## src/rtl/add_pipe_pkg.sv

```systemverilog
// Shared types and limits for the pipelined add/subtract core.
// The per-stage payload struct depends on WIDTH, so it is declared inside add_pipe_core.
package add_pipe_pkg;

  typedef enum logic {
    OP_ADD = 1'b0,
    OP_SUB = 1'b1
  } add_op_e;

  localparam int MAX_PIPE_STAGES = 8;

endpackage

```

## src/rtl/add_pipe_if.sv

```systemverilog
// Operand/result bus of add_pipe_core: an input channel and an output channel.
// Handshake: a transfer happens on a rising edge where valid && ready; valid must not depend on ready.
interface add_pipe_if #(
  parameter int WIDTH = 8
);

  logic             in_valid;
  logic             in_ready;
  logic             in_op;
  logic [WIDTH-1:0] ina;
  logic [WIDTH-1:0] inb;

  logic             out_valid;
  logic             out_ready;
  logic [WIDTH:0]   out;
  logic             out_op;

  modport master (
    output in_valid, in_op, ina, inb, out_ready,
    input  in_ready, out_valid, out, out_op
  );

  modport slave (
    input  in_valid, in_op, ina, inb, out_ready,
    output in_ready, out_valid, out, out_op
  );

endinterface

```

## src/rtl/add_pipe_stage.sv

```systemverilog
// One register slice of the pipeline: a valid bit plus a payload.
// Payload only updates when a valid item is loaded, so it holds its last value across bubbles.
module add_pipe_stage #(
  parameter type payload_t = logic
) (
  input  logic     clk,
  input  logic     rst,
  input  logic     clr,
  input  logic     load,
  input  logic     in_valid,
  input  payload_t in_data,
  output logic     valid_q,
  output payload_t data_q
);

  logic     valid_d;
  payload_t data_d;

  always_comb begin
    valid_d = valid_q;
    data_d  = data_q;
    if (load) begin
      valid_d = in_valid;
      if (in_valid) begin
        data_d = in_data;
      end
    end
    if (clr) begin
      valid_d = 1'b0;
    end
  end

  always_ff @(posedge clk or posedge rst) begin
    if (rst) begin
      valid_q <= 1'b0;
      data_q  <= '0;
    end else begin
      valid_q <= valid_d;
      data_q  <= data_d;
    end
  end

endmodule

```

## src/rtl/add_pipe_core.sv

```systemverilog
// Pipelined WIDTH-bit adder/subtractor with valid/ready on both sides and a handshake counter.
// Arithmetic happens once at stage 0; later stages only move data, collapsing bubbles.
module add_pipe_core
  import add_pipe_pkg::*;
#(
  parameter int WIDTH       = 8,
  parameter int PIPE_STAGES = 2,
  parameter int CNT_W       = 16
) (
  input  logic             clk,
  input  logic             rst,
  input  logic             clr,
  add_pipe_if.slave        bus,
  output logic [CNT_W-1:0] txn_cnt
);

  if (PIPE_STAGES < 1 || PIPE_STAGES > MAX_PIPE_STAGES) begin : g_bad_stages
    $error("add_pipe_core: PIPE_STAGES must be in 1..%0d", MAX_PIPE_STAGES);
  end
  if (WIDTH < 1 || CNT_W < 1) begin : g_bad_width
    $error("add_pipe_core: WIDTH and CNT_W must be at least 1");
  end

  typedef struct packed {
    add_op_e        op;
    logic [WIDTH:0] result;
  } payload_t;

  logic [PIPE_STAGES-1:0] v;
  logic [PIPE_STAGES-1:0] load;
  logic [PIPE_STAGES-1:0] up_valid;
  payload_t               data     [PIPE_STAGES];
  payload_t               up_data  [PIPE_STAGES];

  logic       in_ready;
  logic       accept;
  logic       out_hs;
  payload_t   s0_d;
  add_op_e    in_op_e;
  logic [WIDTH:0] a_ext;
  logic [WIDTH:0] b_ext;

  logic [CNT_W-1:0] cnt_q;
  logic [CNT_W-1:0] cnt_d;

  // Ready chain from the output back: a stage may load if it is empty or everything after it moves.
  always_comb begin
    logic nxt;
    load = '0;
    nxt  = bus.out_ready;
    for (int k = PIPE_STAGES - 1; k >= 0; k--) begin
      load[k] = !v[k] || nxt;
      nxt     = load[k];
    end
  end

  assign in_ready = load[0] && !clr;
  assign accept   = bus.in_valid && in_ready;

  always_comb begin
    in_op_e = add_op_e'(bus.in_op);
    a_ext   = {1'b0, bus.ina};
    b_ext   = {1'b0, bus.inb};
    s0_d.op = in_op_e;
    case (in_op_e)
      OP_ADD:  s0_d.result = a_ext + b_ext;
      default: s0_d.result = a_ext - b_ext;
    endcase
  end

  for (genvar k = 0; k < PIPE_STAGES; k++) begin : g_stage
    if (k == 0) begin : g_head
      assign up_valid[k] = accept;
      assign up_data[k]  = s0_d;
    end else begin : g_body
      assign up_valid[k] = v[k-1];
      assign up_data[k]  = data[k-1];
    end

    add_pipe_stage #(
      .payload_t (payload_t)
    ) u_stage (
      .clk      (clk),
      .rst      (rst),
      .clr      (clr),
      .load     (load[k]),
      .in_valid (up_valid[k]),
      .in_data  (up_data[k]),
      .valid_q  (v[k]),
      .data_q   (data[k])
    );
  end

  assign bus.in_ready  = in_ready;
  assign bus.out_valid = v[PIPE_STAGES-1];
  assign bus.out       = data[PIPE_STAGES-1].result;
  assign bus.out_op    = data[PIPE_STAGES-1].op;

  assign out_hs = bus.out_valid && bus.out_ready;

  // A handshake coinciding with clr completes downstream but is not counted.
  always_comb begin
    cnt_d = cnt_q;
    if (clr) begin
      cnt_d = '0;
    end else if (out_hs) begin
      cnt_d = cnt_q + 1'b1;
    end
  end

  always_ff @(posedge clk or posedge rst) begin
    if (rst) begin
      cnt_q <= '0;
    end else begin
      cnt_q <= cnt_d;
    end
  end

  assign txn_cnt = cnt_q;

endmodule

```

## src/flat_wrapper.sv

```systemverilog
// flat-port wrapper written by rule: the top's interface ports become plain ports
module add_pipe_core_flat import add_pipe_pkg::*;
#(
  parameter int WIDTH       = 8,
  parameter int PIPE_STAGES = 2,
  parameter int CNT_W       = 16
)
  (clk, rst, clr, txn_cnt, bus_in_valid, bus_in_op, bus_ina, bus_inb, bus_out_ready, bus_in_ready, bus_out_valid, bus_out, bus_out_op);
  add_pipe_if #(.WIDTH(WIDTH)) bus_i ();
  input  logic clk;
  input  logic rst;
  input  logic clr;
  output logic [CNT_W-1:0] txn_cnt;
  input wire logic [$bits(bus_i.in_valid)-1:0] bus_in_valid;
  input wire logic [$bits(bus_i.in_op)-1:0] bus_in_op;
  input wire logic [$bits(bus_i.ina)-1:0] bus_ina;
  input wire logic [$bits(bus_i.inb)-1:0] bus_inb;
  input wire logic [$bits(bus_i.out_ready)-1:0] bus_out_ready;
  output wire logic [$bits(bus_i.in_ready)-1:0] bus_in_ready;
  output wire logic [$bits(bus_i.out_valid)-1:0] bus_out_valid;
  output wire logic [$bits(bus_i.out)-1:0] bus_out;
  output wire logic [$bits(bus_i.out_op)-1:0] bus_out_op;
  assign bus_i.in_valid = bus_in_valid;
  assign bus_i.in_op = bus_in_op;
  assign bus_i.ina = bus_ina;
  assign bus_i.inb = bus_inb;
  assign bus_i.out_ready = bus_out_ready;
  assign bus_in_ready = bus_i.in_ready;
  assign bus_out_valid = bus_i.out_valid;
  assign bus_out = bus_i.out;
  assign bus_out_op = bus_i.out_op;
  add_pipe_core #(.WIDTH(WIDTH), .PIPE_STAGES(PIPE_STAGES), .CNT_W(CNT_W)) u_core (.clk(clk), .rst(rst), .clr(clr), .bus(bus_i), .txn_cnt(txn_cnt));
endmodule
```

## config.mk

```make
export PLATFORM = sky130hd
export DESIGN_NAME = add_pipe_core_flat
export DESIGN_NICKNAME = d
export VERILOG_FILES = /design/src/rtl/add_pipe_pkg.sv /design/src/rtl/add_pipe_if.sv /design/src/rtl/add_pipe_stage.sv /design/src/rtl/add_pipe_core.sv /design/src/flat_wrapper.sv
export SDC_FILE = /design/constraint.sdc
export NUM_CORES = 1
export LEC_CHECK = 0
export ABC_AREA = 1
export CORE_AREA = 8 8 66 90
export DETAILED_ROUTE_END_ITERATION = 10
export DIE_AREA = 0 0 74 98
export PLACE_DENSITY = 0.91
export REMOVE_ABC_BUFFERS = 1
export SETUP_SLACK_MARGIN = 0.2
export SLEW_MARGIN = 5
export SYNTH_ARGS = -nofsm -noshare
export SYNTH_HDL_FRONTEND = slang
export SYNTH_SLANG_ARGS = --single-unit
```

## constraint.sdc

```tcl
create_clock -name clk -period 3.4 [get_ports clk]
set_input_delay 0.68 -clock clk [delete_from_list [all_inputs] [get_ports clk]]
set_output_delay 0.68 -clock clk [all_outputs]
set_load 0.005 [all_outputs]
```

**After elaboration in Yosys (flattened, before gate mapping)**

Index checks and enable logic that the tools add are counted.

- Register bits: 38
- Output and inout port bits: 28
- Word-level logic and storage cells: 30

- Add/sub/neg operators: 3
- Mux-type cells: 7
- Reductions and logical operators: 13

Operators with widths:

| operator | count |
|---|---|
| 16-bit 2-to-1 mux | 2 |
| 16-bit by 1-bit adder with 16-bit output, second input constant | 1 |
| 8-bit by 8-bit adder with 9-bit output | 1 |
| 9-bit 2-to-1 mux | 1 |
| 8-bit by 8-bit subtractor with 9-bit output | 1 |
| 2-bit nonzero test | 3 |
| 1-bit 2-to-1 mux | 4 |
| 2-bit AND reduction | 2 |
| 1-bit logical AND | 3 |
| 1-bit zero test | 3 |
| 1-bit logical OR | 2 |

**Longest topological paths before layout**

- Depth in word-level cells: 7
- Mapped depth: 15
- Gate-level depth less buffers: 15

**Modules after synthesis**

From an unflattened synthesis, not the netlist that was laid out.

- Cells, all modules: 347
- Area total of the unflattened synthesis: 2437.3 sq um

Modules (own cells, without submodules):

| module | instances | cells each | area an instance (sq um) | seq. area each (sq um) |
|---|---|---|---|---|
| add_pipe_core | 1 | 247 | 1526.5 | 400.4 |
| add_pipe_stage | 2 | 50 | 455.4 | 275.3 |

**Least setup slack after synthesis**

No wires, ideal clock.

- Path type: input -> register
- Start point: input bus_in_op
- End point: register u_core.g_stage[0].u_stage.data_q[6] (netlist name)
- Setup time: 126 ps
- Data arrival time: 2055 ps
- Setup slack: 1219 ps
- Cell stages on the path: 10
- Buffers on the path: 1
- Path through: buf_2 nor2_1 xor2_1 inv_1 ha_1 or2_2 nand3_1 nand3_1 nand3_1 o21ai_0

- Cells in the longest elaborated chain, start to end: 1

Ends and longest elaborated chain:

| element | line | text |
|---|---|---|
| start: declaration | flat_wrapper.sv:15 | `input wire logic [$bits(bus_i.in_op)-1:0] bus_in_op;` |
| 9-bit 2-to-1 mux | add_pipe_core.sv:65 | `case (in_op_e)` |
| end signal: assignment | add_pipe_stage.sv:39 | `data_q <= data_d;` |
| end: declaration | add_pipe_stage.sv:13 | `output payload_t data_q` |

Every way passes these cells.
A chain may end at the register's enable or synchronous reset.

**Worst setup path in the final report**

- Start point: input clr
- End point: output bus_in_ready

- Cells in the longest elaborated chain, start to end: 2

Ends and longest elaborated chain:

| element | line | text |
|---|---|---|
| start: declaration | flat_wrapper.sv:12 | `input logic clr;` |
| 1-bit zero test | add_pipe_core.sv:57 | `assign in_ready = load[0] && !clr;` |
| 1-bit logical AND | add_pipe_core.sv:57 |  |
| end: declaration | flat_wrapper.sv:19 | `output wire logic [$bits(bus_i.in_ready)-1:0] bus_in_ready;` |

Every way passes these cells.

==> qor.yml <==
floorplanning:
  start_util_pct: 51.6
  io_pins: 50
  fp-row-count: 30
  die_h_um: 98
  die_w_um: 74
  die_area_sq_um: 7250
  core_area_sq_um: 4690
detailed_routing:
  drc: 0
  wl_per_cell_um: 12.4
  drtPass1Iterations: 4
  vias: 2109
  drtAntennaViolNets: 0
  drt_iter0_drc: 86
  viasPerCell: 4.95
  wl_um: 5280
worst_setup_path:
  worst-path-max-fanout: 16
  startpoint_type: "input port"
  ff2ff_setup_slack_ps: 1940
  reg2reg_depth: 7
  r2r_end: "u_core.txn_cnt[12]"
  worstPathArrival_ps: 2180
  required_ps: 2720
  endpoint_kind: "output pin"
  rr_startpoint: "u_core.txn_cnt[0]"
  critPathKind: "in2out"
global_routing:
  grt-ovfl-total: 0
  grt_max_degree: 39
  grt_pass1_vias: 2211
  grt_pass1_wl_um: 9430
  antenna_found_initial: 0
  grt_util_all_layers_pct: 16.1
clocking:
  clock_latency_ps: 290
  cts_tree: "yes"
  clock-sinks: 38
  cts_root_buf: "clkbuf_8"
  cts-hold-fix-buffers: 0
  path_clk_slew_ps: 70
  cts_resized: 0
  cts_made_buffers: 5
  post_cts_buffers: 0
  cts_buffer_depth: 2
  h-tree-depth: 2
pwr:
  power.density_nw_per_um2: 389
  ir_drop_uv: 147
  leakagePower_nw: 1.46
flow_run:
  drv_cap: 0
timing:
  hold_viol_final: 0
  slew_headroom_pct: 68.5
  setup_viol: 0
  post-route-period-util_pct: 84.0
  finalCriticalPeriod_ps: 2860
  worst_slack_ps: 545
  worst-slew-pin-transition_ps: 472
  rsz0062_at_grt: "false"
  drv_slew: 0
  skew_ps: 3.26
  fmax_mhz: 350
  finalSetupTns_ps: 0
layout:
  fill_cells: 404
  area_delta_synth_final_pct: 23.8
  nets: 394
  diodes: 0
  regArea_sq_um: 951
  multi_input_area_sq_um: 1180
  drive_gt1_share_pct: 9.94
  mostFrequentLayoutCell: "nand2_1"
  final_area_sq_um: 3000
  final_cell_mix: "nand2_1, inv_1, clkdlybuf4s50_1"
synth:
  synth_cell_types: 33
  synth_ff_type: "dfrtp_1"
  synth_edf_count: 0
  syn_area_sq_um: 2420
  ys_seq_area_share_pct: 39.3
  synth_area_leaders: "dfrtp_1, nand2_1, inv_1"
  yosysTopAreaCell: "dfrtp_1"
  synth-async-reset-ratio_pct: 100
  yosysWarnings: 0
  syn_avg_cell_area_sq_um: 7.64
  synthCells: 317
  ys_ff_latch: 38
  synth_top_area_share_pct: 39.3
hold_path:
  hold-path-endpoint: "u_core.g_stage[0].u_stage.data_q[0]"
  min_from: "u_core.g_stage[0].u_stage.data_q[0]"
  hold_class: "reg2reg"
  hold_depth: 2
placed_design:
  io_buffers: 49
  placed_area_sq_um: 2910
  gp_congestion: 0.942
  post-place-ws_ps: 454
  dp_hpwl_um: 4320
status:
  status: "finished clean"
[power breakdown]
group          internal (W)  switching (W)  total [W]  leakage (nW)
Combinational      0.000156       0.000150   0.000306         0.916
Sequential         0.000510      0.0000318   0.000541         0.497
Clock              0.000163       0.000154   0.000318        0.0482
[synthesized netlist by cell type, types with 2 or more instances]
cell,number
nand3_1,21
o22ai_1,2
or2_2,3
xor2_1,3
nand2_4,3
ha_1,10
nor2_4,4
o21ai_0,17
buf_4,9
a211oi_1,2
nor3_1,5
dfrtp_1,38
o21ai_1,5
nor2_2,2
nor2_1,31
xnor2_1,3
nand2_1,71
nand3b_1,2
nand2_2,5
buf_2,3
nand4_1,2
mux2_2,4
inv_2,4
inv_1,49
a21oi_1,11
[through the flow]
step | total power, W | cells | utilization [%] | hold slack, ps
3_3_place_gp | 0.000844 | 418 | 61.9 | 464
2_1_floorplan | 0.000710 | 304 | - | 445
6_report | 0.00117 | 426 | 63.9 | 493
3_5_place_dp | 0.000860 | 418 | 61.9 | 474
5_1_grt | 0.00125 | 426 | 63.9 | 523
4_1_cts | 0.00118 | 426 | 63.9 | 492
[area by class of cell]
type | instances | share of cell area [%]
Clock inverter | 1 | 0.167
Sequential cell | 38 | 31.7
Inverter | 53 | 6.64
Clock buffer | 7 | 2.88
Multi-Input combinational cell | 213 | 39.3
Timing Repair Buffer | 50 | 16.6
Tap cell | 64 | 2.67
[sequential cells by signal (all words and copies together), names as in the netlist]
signal                          count
u_core.txn_cnt                     16
u_core.g_stage.u_stage.data_q      20
u_core.g_stage.u_stage.valid_q      2
[cells by family after synthesis]
logic type	count (synthesis)	share of synthesized area, %
simple gates	152	29.7
compound gates	40	8.89
xor+xnor	6	2.17
buf+inv	66	12.1
flops	38	39.3
fa+ha+maj	11	5.99
mux	4	1.86
[worst max-delay path: stages]
cell	delay [ps]
clkdlybuf4s50_1	540
inv_2	290
nand2_4	110
inv_1	60
clkdlybuf4s50_1	500
[worst max path at each step]
stage | start | end | slack, ps | depth (start not counted)
3_5_place_dp | bus_inb[0] | u_core.g_stage[0].u_stage.data_q[6] | 450 | 14
5_1_grt | clr | bus_in_ready | 470 | 5
6_report | clr | bus_in_ready | 540 | 5
4_1_cts | clr | bus_in_ready | 540 | 5
2_1_floorplan | bus_inb[2] | u_core.g_stage[0].u_stage.data_q[6] | 1220 | 10
3_3_place_gp | bus_inb[0] | u_core.g_stage[0].u_stage.data_q[6] | 520 | 14
[routing by layer]
layer	vias to the layer above	wire (um)	part of all wire [%]	global-route usage (%)
met1	951	2040	39	16.6
li1	1077	-	-	-
met5	-	0	0	0
met4	0	137	2.6	8.04
met3	16	236	4.5	2.67
met2	65	2870	54	29.3
Power figures use the tool's default switching activity.
